## src/rtl/dn_multich_write_ctrl.sv

```systemverilog
// dn_multich_write_ctrl: streams one iteration's DN IB-ROM page set into the DN IB-RAMs for CH_NUM channels.
// Define DN_WR_AUTO_ITER_EN to take the load index from an internal wrapping counter instead of iter_idx.
module dn_multich_write_ctrl #(
   parameter int CH_NUM         = 4,
   parameter int ROM_RD_BW      = 2,
   parameter int ROM_ADDR_BW    = 11,
   parameter int PAGE_ADDR_BW   = 6,
   parameter int DN_LOAD_CYCLE  = 64,
   parameter int ITER_ROM_GROUP = 25,
   parameter int MAX_ITER       = 50,
   parameter int ITER_ADDR_BW   = 6
) (
   input  logic                        write_clk,
   input  logic                        rstn,
   input  logic                        iter_load_req,
   input  logic [ITER_ADDR_BW-1:0]     iter_idx,
   input  logic [CH_NUM*ROM_RD_BW-1:0] rom0_din,
   input  logic [CH_NUM*ROM_RD_BW-1:0] rom1_din,
   output logic                        rom_rd_en,
   output logic [ROM_ADDR_BW-1:0]      rom_rd_addr,
   output logic                        ram_wr_en,
   output logic [PAGE_ADDR_BW-1:0]     ram_wr_addr,
   output logic [CH_NUM*ROM_RD_BW-1:0] ram_wr_data,
   output logic                        busy,
   output logic                        iter_load_done,
   output logic                        req_err
);
   typedef enum logic [1:0] {IDLE, RUN, DRAIN, DONE} state_t;
   localparam logic [ITER_ADDR_BW-1:0] GRP_SIZE = ITER_ADDR_BW'(ITER_ROM_GROUP);
   localparam logic [PAGE_ADDR_BW-1:0] LAST_PAGE = PAGE_ADDR_BW'(DN_LOAD_CYCLE - 1);
   state_t state, state_nxt;
   logic grp;
   logic [ITER_ADDR_BW-1:0] local_idx, load_idx;
   logic [PAGE_ADDR_BW-1:0] page;
   logic idx_ok, accept, last_page;
`ifdef DN_WR_AUTO_ITER_EN
   logic [ITER_ADDR_BW-1:0] auto_idx;
   always_ff @(posedge write_clk or negedge rstn)
      if (!rstn) auto_idx <= '0;
      else if (state == DONE) auto_idx <= (auto_idx == ITER_ADDR_BW'(MAX_ITER - 1)) ? '0 : auto_idx + 1'b1;
   assign load_idx = auto_idx;
   assign idx_ok = 1'b1;
`else
   assign load_idx = iter_idx;
   assign idx_ok = 32'(iter_idx) < MAX_ITER;
`endif
   assign accept = iter_load_req && state == IDLE && idx_ok;
   assign last_page = page == LAST_PAGE;
   always_ff @(posedge write_clk or negedge rstn)
      if (!rstn) state <= IDLE;
      else state <= state_nxt;
   always_comb begin
      state_nxt = (state == IDLE) ? (accept ? RUN : IDLE) :
                  (state == RUN) ? (last_page ? DRAIN : RUN) :
                  (state == DRAIN) ? DONE : IDLE;
   end
   always_comb begin
      rom_rd_en = state == RUN;
      busy = state != IDLE;
      iter_load_done = state == DONE;
   end
   // Address is derived from held registers, so it keeps its last value while idle.
   assign rom_rd_addr = ROM_ADDR_BW'(local_idx) * ROM_ADDR_BW'(DN_LOAD_CYCLE) + ROM_ADDR_BW'(page);
   always_ff @(posedge write_clk or negedge rstn)
      if (!rstn) begin
         grp <= 1'b0;
         local_idx <= '0;
         page <= '0;
         ram_wr_en <= 1'b0;
         ram_wr_addr <= '0;
         ram_wr_data <= '0;
         req_err <= 1'b0;
      end else begin
         req_err <= iter_load_req && !accept;
         if (accept) begin
            grp <= load_idx >= GRP_SIZE;
            local_idx <= (load_idx >= GRP_SIZE) ? load_idx - GRP_SIZE : load_idx;
            page <= '0;
         end else if (rom_rd_en && !last_page) page <= page + 1'b1;
         // ROM data for the address presented this cycle is captured on this edge.
         ram_wr_en <= rom_rd_en;
         if (rom_rd_en) begin
            ram_wr_addr <= page;
            ram_wr_data <= grp ? rom1_din : rom0_din;
         end
      end
endmodule
```

## config.mk

```make
export PLATFORM = sky130hd
export DESIGN_NAME = dn_multich_write_ctrl
export DESIGN_NICKNAME = d
export VERILOG_FILES = /design/src/rtl/dn_multich_write_ctrl.sv
export SDC_FILE = /design/constraint.sdc
export NUM_CORES = 1
export LEC_CHECK = 0
export ABC_AREA = 0
export CAP_MARGIN = 25
export CORE_MARGIN = 1
export CORE_UTILIZATION = 40
export DETAILED_ROUTE_END_ITERATION = 6
export PLACE_DENSITY = 0.81
export SETUP_SLACK_MARGIN = 0.4
export SKIP_LAST_GASP = 1
export SLEW_MARGIN = 20
export SYNTH_ARGS = -nofsm -noshare
export SYNTH_HDL_FRONTEND = slang
export SYNTH_SLANG_ARGS = --single-unit
```

## constraint.sdc

```tcl
create_clock -name write_clk -period 1.4 [get_ports write_clk]
set_input_delay 0.28 -clock write_clk [delete_from_list [all_inputs] [get_ports write_clk]]
set_output_delay 0.28 -clock write_clk [all_outputs]
set_load 0.1 [all_outputs]
```

==> impl_results.md, run 1 <==
* Port Buffers at 54
* Deepest clock path buffer count at 2
* Worst EP kind: top-level output
* Mapped Cells at 143
* H-tree levels at 2
* Post-synth cell types at 40
* YS warnings at 0
* Area share of the largest cell type after synthesis at 49.9%
* Flops & latches, synth at 30
* Initial Util at 43.4%
* Largest net degree at the start of global routing at 31
* Final HPWL DP at 3050 µm
* Log Error: [ERROR DPL-0038] Utilization greater than 100%, impossible to legalize
* Rows at 21
* Synthesized cell area at 1500 µm²
* # placed instances at 259
* Pre-CTS setup slack at -0.656 ns
* Cts hold-fix bufs at 0
* Die W at 63.3 µm
* Commonest cells in the netlist: 30 x dfrtp_1, 20 x nand2_1, 13 x o21ai_0
* Seq/Total Area, Yosys at 49.9%
* Number of flops mapped to enable cells by yosys at 0
* Synth top area cells: dfrtp_1 50%, mux2i_1 7.3%, nand2_1 5.0%, o21ai_0 4.3%, mux2_2 3.7%
* Area leader, netlist: dfrtp_1
* Root buf cell: clkbuf_8
* Most common cell in the netlist: dfrtp_1
* Mapped Nets at 171
* CTS sink cnt at 30
* Dominant synthesized flop cell: dfrtp_1
* Syn Area/Cell at 10.5 µm²
* Status: aborted with a tool error
* Stopped at: global routing (5_1_grt)
* Async set or reset register ratio after synthesis at 100%
* I/O pin count at 55
* GPL Wtd Cong at 0.892
* Critical endpoint after global-route timing repair: rom_rd_en
* Chip height at 63.3 µm
* CTS buffer count at 5
* Placed cell area at 2680 µm²
-- cells by family after synthesis --
| family | count (synthesis) | synth area share, % |
|---|---|---|
| AO/OA/AOI/OAI | 34 | 15.6 |
| XOR/XNOR | 1 | 0.582 |
| adder cells (fa/ha/maj) | 3 | 2.50 |
| buffers and inverters | 14 | 4.58 |
| flip-flops | 30 | 49.9 |
| multiplexers | 18 | 12.6 |
| AND/OR/NAND/NOR | 43 | 14.2 |
-- per-stage QoR --
step | setup TNS (ns) | utilization (%)
detailed placement | -7.44 | 77.1
floorplan | -1.16 | -
global placement | -6.82 | 77.1
CTS | -0.180 | 94.1
-- repair_timing --
action	CTS
pin swaps	16
buffers inserted	32
gates cloned	3
resized for setup	64
setup endpoints to repair	60
==> run 2: changes to the inputs <==
- PLACE_DENSITY: 0.81 -> not set
- PLACE_DENSITY_LB_ADDON: not set -> 0.15
- SETUP_SLACK_MARGIN: 0.4 -> not set
- clock period: 1.4 -> 1.8 ns (I/O delays scaled with it)
==> run 2 against run 1 <==
  * The flow now finishes without violations
  * Synthesized cell count is the same
  * Area after synthesis unchanged
==> impl_results.md, run 2 <==
* Pre-CTS setup slack at -0.268 ns (was -0.656 ns)
* Dominant synthesized flop cell: dfrtp_1 (unchanged)
* Crit-path cells: clkdlybuf4s50_1 -> inv_1 -> ha_1 -> or2_0 -> o22a_2 -> mux2i_1 -> mux2_1
* Kind of critical path: input port to flip-flop
* Critical Path Source Type: input port
* CP Capture Type: flip-flop
* Detailed Route Iter0 Violations at 72
* Mapped Cells at 143 (unchanged)
* Synth top area cells: dfrtp_1 50%, mux2i_1 7.3%, nand2_1 5.0%, o21ai_0 4.3%, mux2_2 3.7% (unchanged)
* Cell family with most CP delay: buffers and inverters
* Final period utilization at 96.5%
* Max reg flops at 8
* CTS tree: built
* Met3 WL at 226 µm
* Initial antenna violation count at 0
* Layout area overhead at 72.0%
* Port Buffers at 54 (unchanged)
* Hold crit path type: input port to async pin
* Total track usage at 20.5%
* Worst R2R Start: page[0]
* Commonest cells in the netlist: 30 x dfrtp_1, 20 x nand2_1, 13 x o21ai_0 (unchanged)
* Initial Util at 43.4% (unchanged)
* Final setup viols at 0
* Critical path buffers and inverters at 2
* Slew Limit Fails at 0
* Reg2reg setup slack at 0.20 ns
* Max-slew headroom at 68.8%
* Rows at 21 (unchanged)
* WL final at 3630 µm
* Max Cap Viol at 0
* Area leader, netlist: dfrtp_1 (unchanged)
* H-tree levels at 2 (unchanged)
* Worst setup margin at 0.0628 ns
* Clock skew at 0.00457 ns
* Tmin final at 1.74 ns
* Post-route DRC at 0
* GPL Wtd Cong at 0.812 (was 0.892)
* WP data arrival at 1.89 ns
* Worst-path fanout max at 3
* GRT overflow at 0
* Die ar. at 4010 µm²
* Clock latency on the worst-skew pair at 0.28 ns
* Root buf cell: clkbuf_8 (unchanged)
* Mapped Nets at 171 (unchanged)
* Syn Area/Cell at 10.5 µm² (unchanged)
* Commonest non-fill, non-tap cell in the layout: buf_12
* Vias per cell at 5.10
* Flops & latches, synth at 30 (unchanged)
* Largest family of logic cells by synthesized area: compound AO/OA/AOI/OAI gates (unchanged)
* I/O pin count at 55 (unchanged)
* RSZ-0062 raised after global routing: yes
* Worst-path clk slew at 0.06 ns
* Met2 Wirelength at 1900 µm
* Worst path required time at 1.96 ns
* Core Box Area at 3470 µm²
* CP max stage cell: clkdlybuf4s50_1
* Highest Signal Layer: met4
* Largest net degree at the start of global routing at 31
* Synthesized cell area at 1500 µm² (unchanged)
* Detail Route Antenna Nets at 0
* Worst slew pin tran at 0.468 ns
* Multiplexer area fraction after synthesis at 12.6% (unchanged)
* YS warnings at 0 (unchanged)
* Compound-Gate Fraction of Synth Area at 15.6% (unchanged)
* Post-Synth Simple-Gate Area at 14.2% (unchanged)
* Fin nets at 241
* Die W at 63.3 µm (unchanged)
* Seq/Total Area, Yosys at 49.9% (unchanged)
* Utilization after layout at 74.6%
* Async set or reset register ratio after synthesis at 100% (unchanged)
* Wire length on met1 at 1450 µm
* Deepest clock path buffer count at 2 (unchanged)
* Post-synth cell types at 40 (unchanged)
* Post-Synth Adder-Cell Area at 2.50% (unchanged)
* Area share of the largest cell type after synthesis at 49.9% (unchanged)
* Filler cells at 263
* Number of flops mapped to enable cells by yosys at 0 (unchanged)
* Commonest non-fill, non-tap cells in the layout: 30 x buf_12, 25 x dfrtp_1, 24 x clkdlybuf4s50_1
* Crit path launch: iter_idx[1]
* Number of global-route vias before repair at 1,412
* Diode count at 0
* Max Fclk at 576 MHz
* DR WL/cell at 14.0 µm
* Layout cell share with drive strength beyond 1 at 33.6%
* Chip height at 63.3 µm (unchanged)
* First-pass DRT Iterations at 4
* Top flop regs: ram_wr_data (8), page (6), ram_wr_addr (6)
* Biggest register: ram_wr_data
* Final HPWL DP at 2770 µm (was 3050 µm)
* CTS sink cnt at 30 (unchanged)
* Global-route wire length before repair at 6220 µm
* Post-Synth XOR/XNOR Area at 0.582% (unchanged)
* Hold Vio Cnt, Final at 0
* CTS buffer count at 5 (unchanged)
* Slowest cell delay on critical path at 0.48 ns
* Most common cell in the netlist: dfrtp_1 (unchanged)
* Via count at 1,326
* Status: finished, final reports clean (was aborted with a tool error)
-- run 2: layout make-up --
class | count | area [µm²] | area share [%]
Clock buffer | 7 | 86.3 | 3.34
Clock inverter | 1 | 5.00 | 0.194
Inverter | 7 | 26.3 | 1.02
Timing Repair Buffer | 70 | 961 | 37.2
Tap cell | 46 | 57.6 | 2.23
Multi-Input combinational cell | 99 | 693 | 26.8
Sequential cell | 30 | 757 | 29.3
-- run 2: worst paths after layout --
path                                   to  depth (start not counted)
hold reg to reg            ram_wr_data[2]                          2
hold / removal             ram_wr_addr[1]                          2
max in group asynchronous         page[3]                          2
setup / recovery             local_idx[1]                          7
min in group write_clk     ram_wr_data[2]                          2
setup reg to reg                  page[5]                          5
-- run 2: per-stage QoR --
stage	hold slack, ns	instance area, µm²	setup TNS (ns)	std cells
final	0.457	2590	0	260
after global placement	0.523	2480	-0.787	251
after global routing	0.483	2590	-0.0413	260
after floorplan	0.0644	1510	-0.0626	143
after detailed placement	0.536	2480	-1.04	251
after CTS	0.463	2570	0	259
-- run 2: logic make-up after synthesis --
kind of cell	Yosys count
DFF	30
muxes	18
xor gates and xnor gates	1
AOI/OAI and AO/OA	34
and+or+nand+nor	43
buffers and inverters	14
adders and majority gates	3
-- run 2: repair_timing --
action                     CTS  global route
setup endpoints to repair    0             3
buffers inserted             0             1
resized for setup            0             2
hold buffers                 0             0
-- run 2: worst register-to-register path: cells and delay by family (launching register included) --
| kind | cells | cell delay [ns] |
|---|---|---|
| adders and majority gates | 1 | 0.24 |
| and+or+nand+nor | 2 | 0.46 |
| AOI/OAI and AO/OA | 2 | 0.39 |
| DFF | 1 | 0.45 |
-- run 2: per-layer routing --
layer,vias to the layer above,track usage [%]
met5,-,0
met4,0,8.81
met3,5,9.60
met2,34,33.7
met1,643,22.5
li1,644,-
Power of run 2 is not shown: default switching activity piles up to over one toggle a cycle in this logic, so the estimate is an artifact.
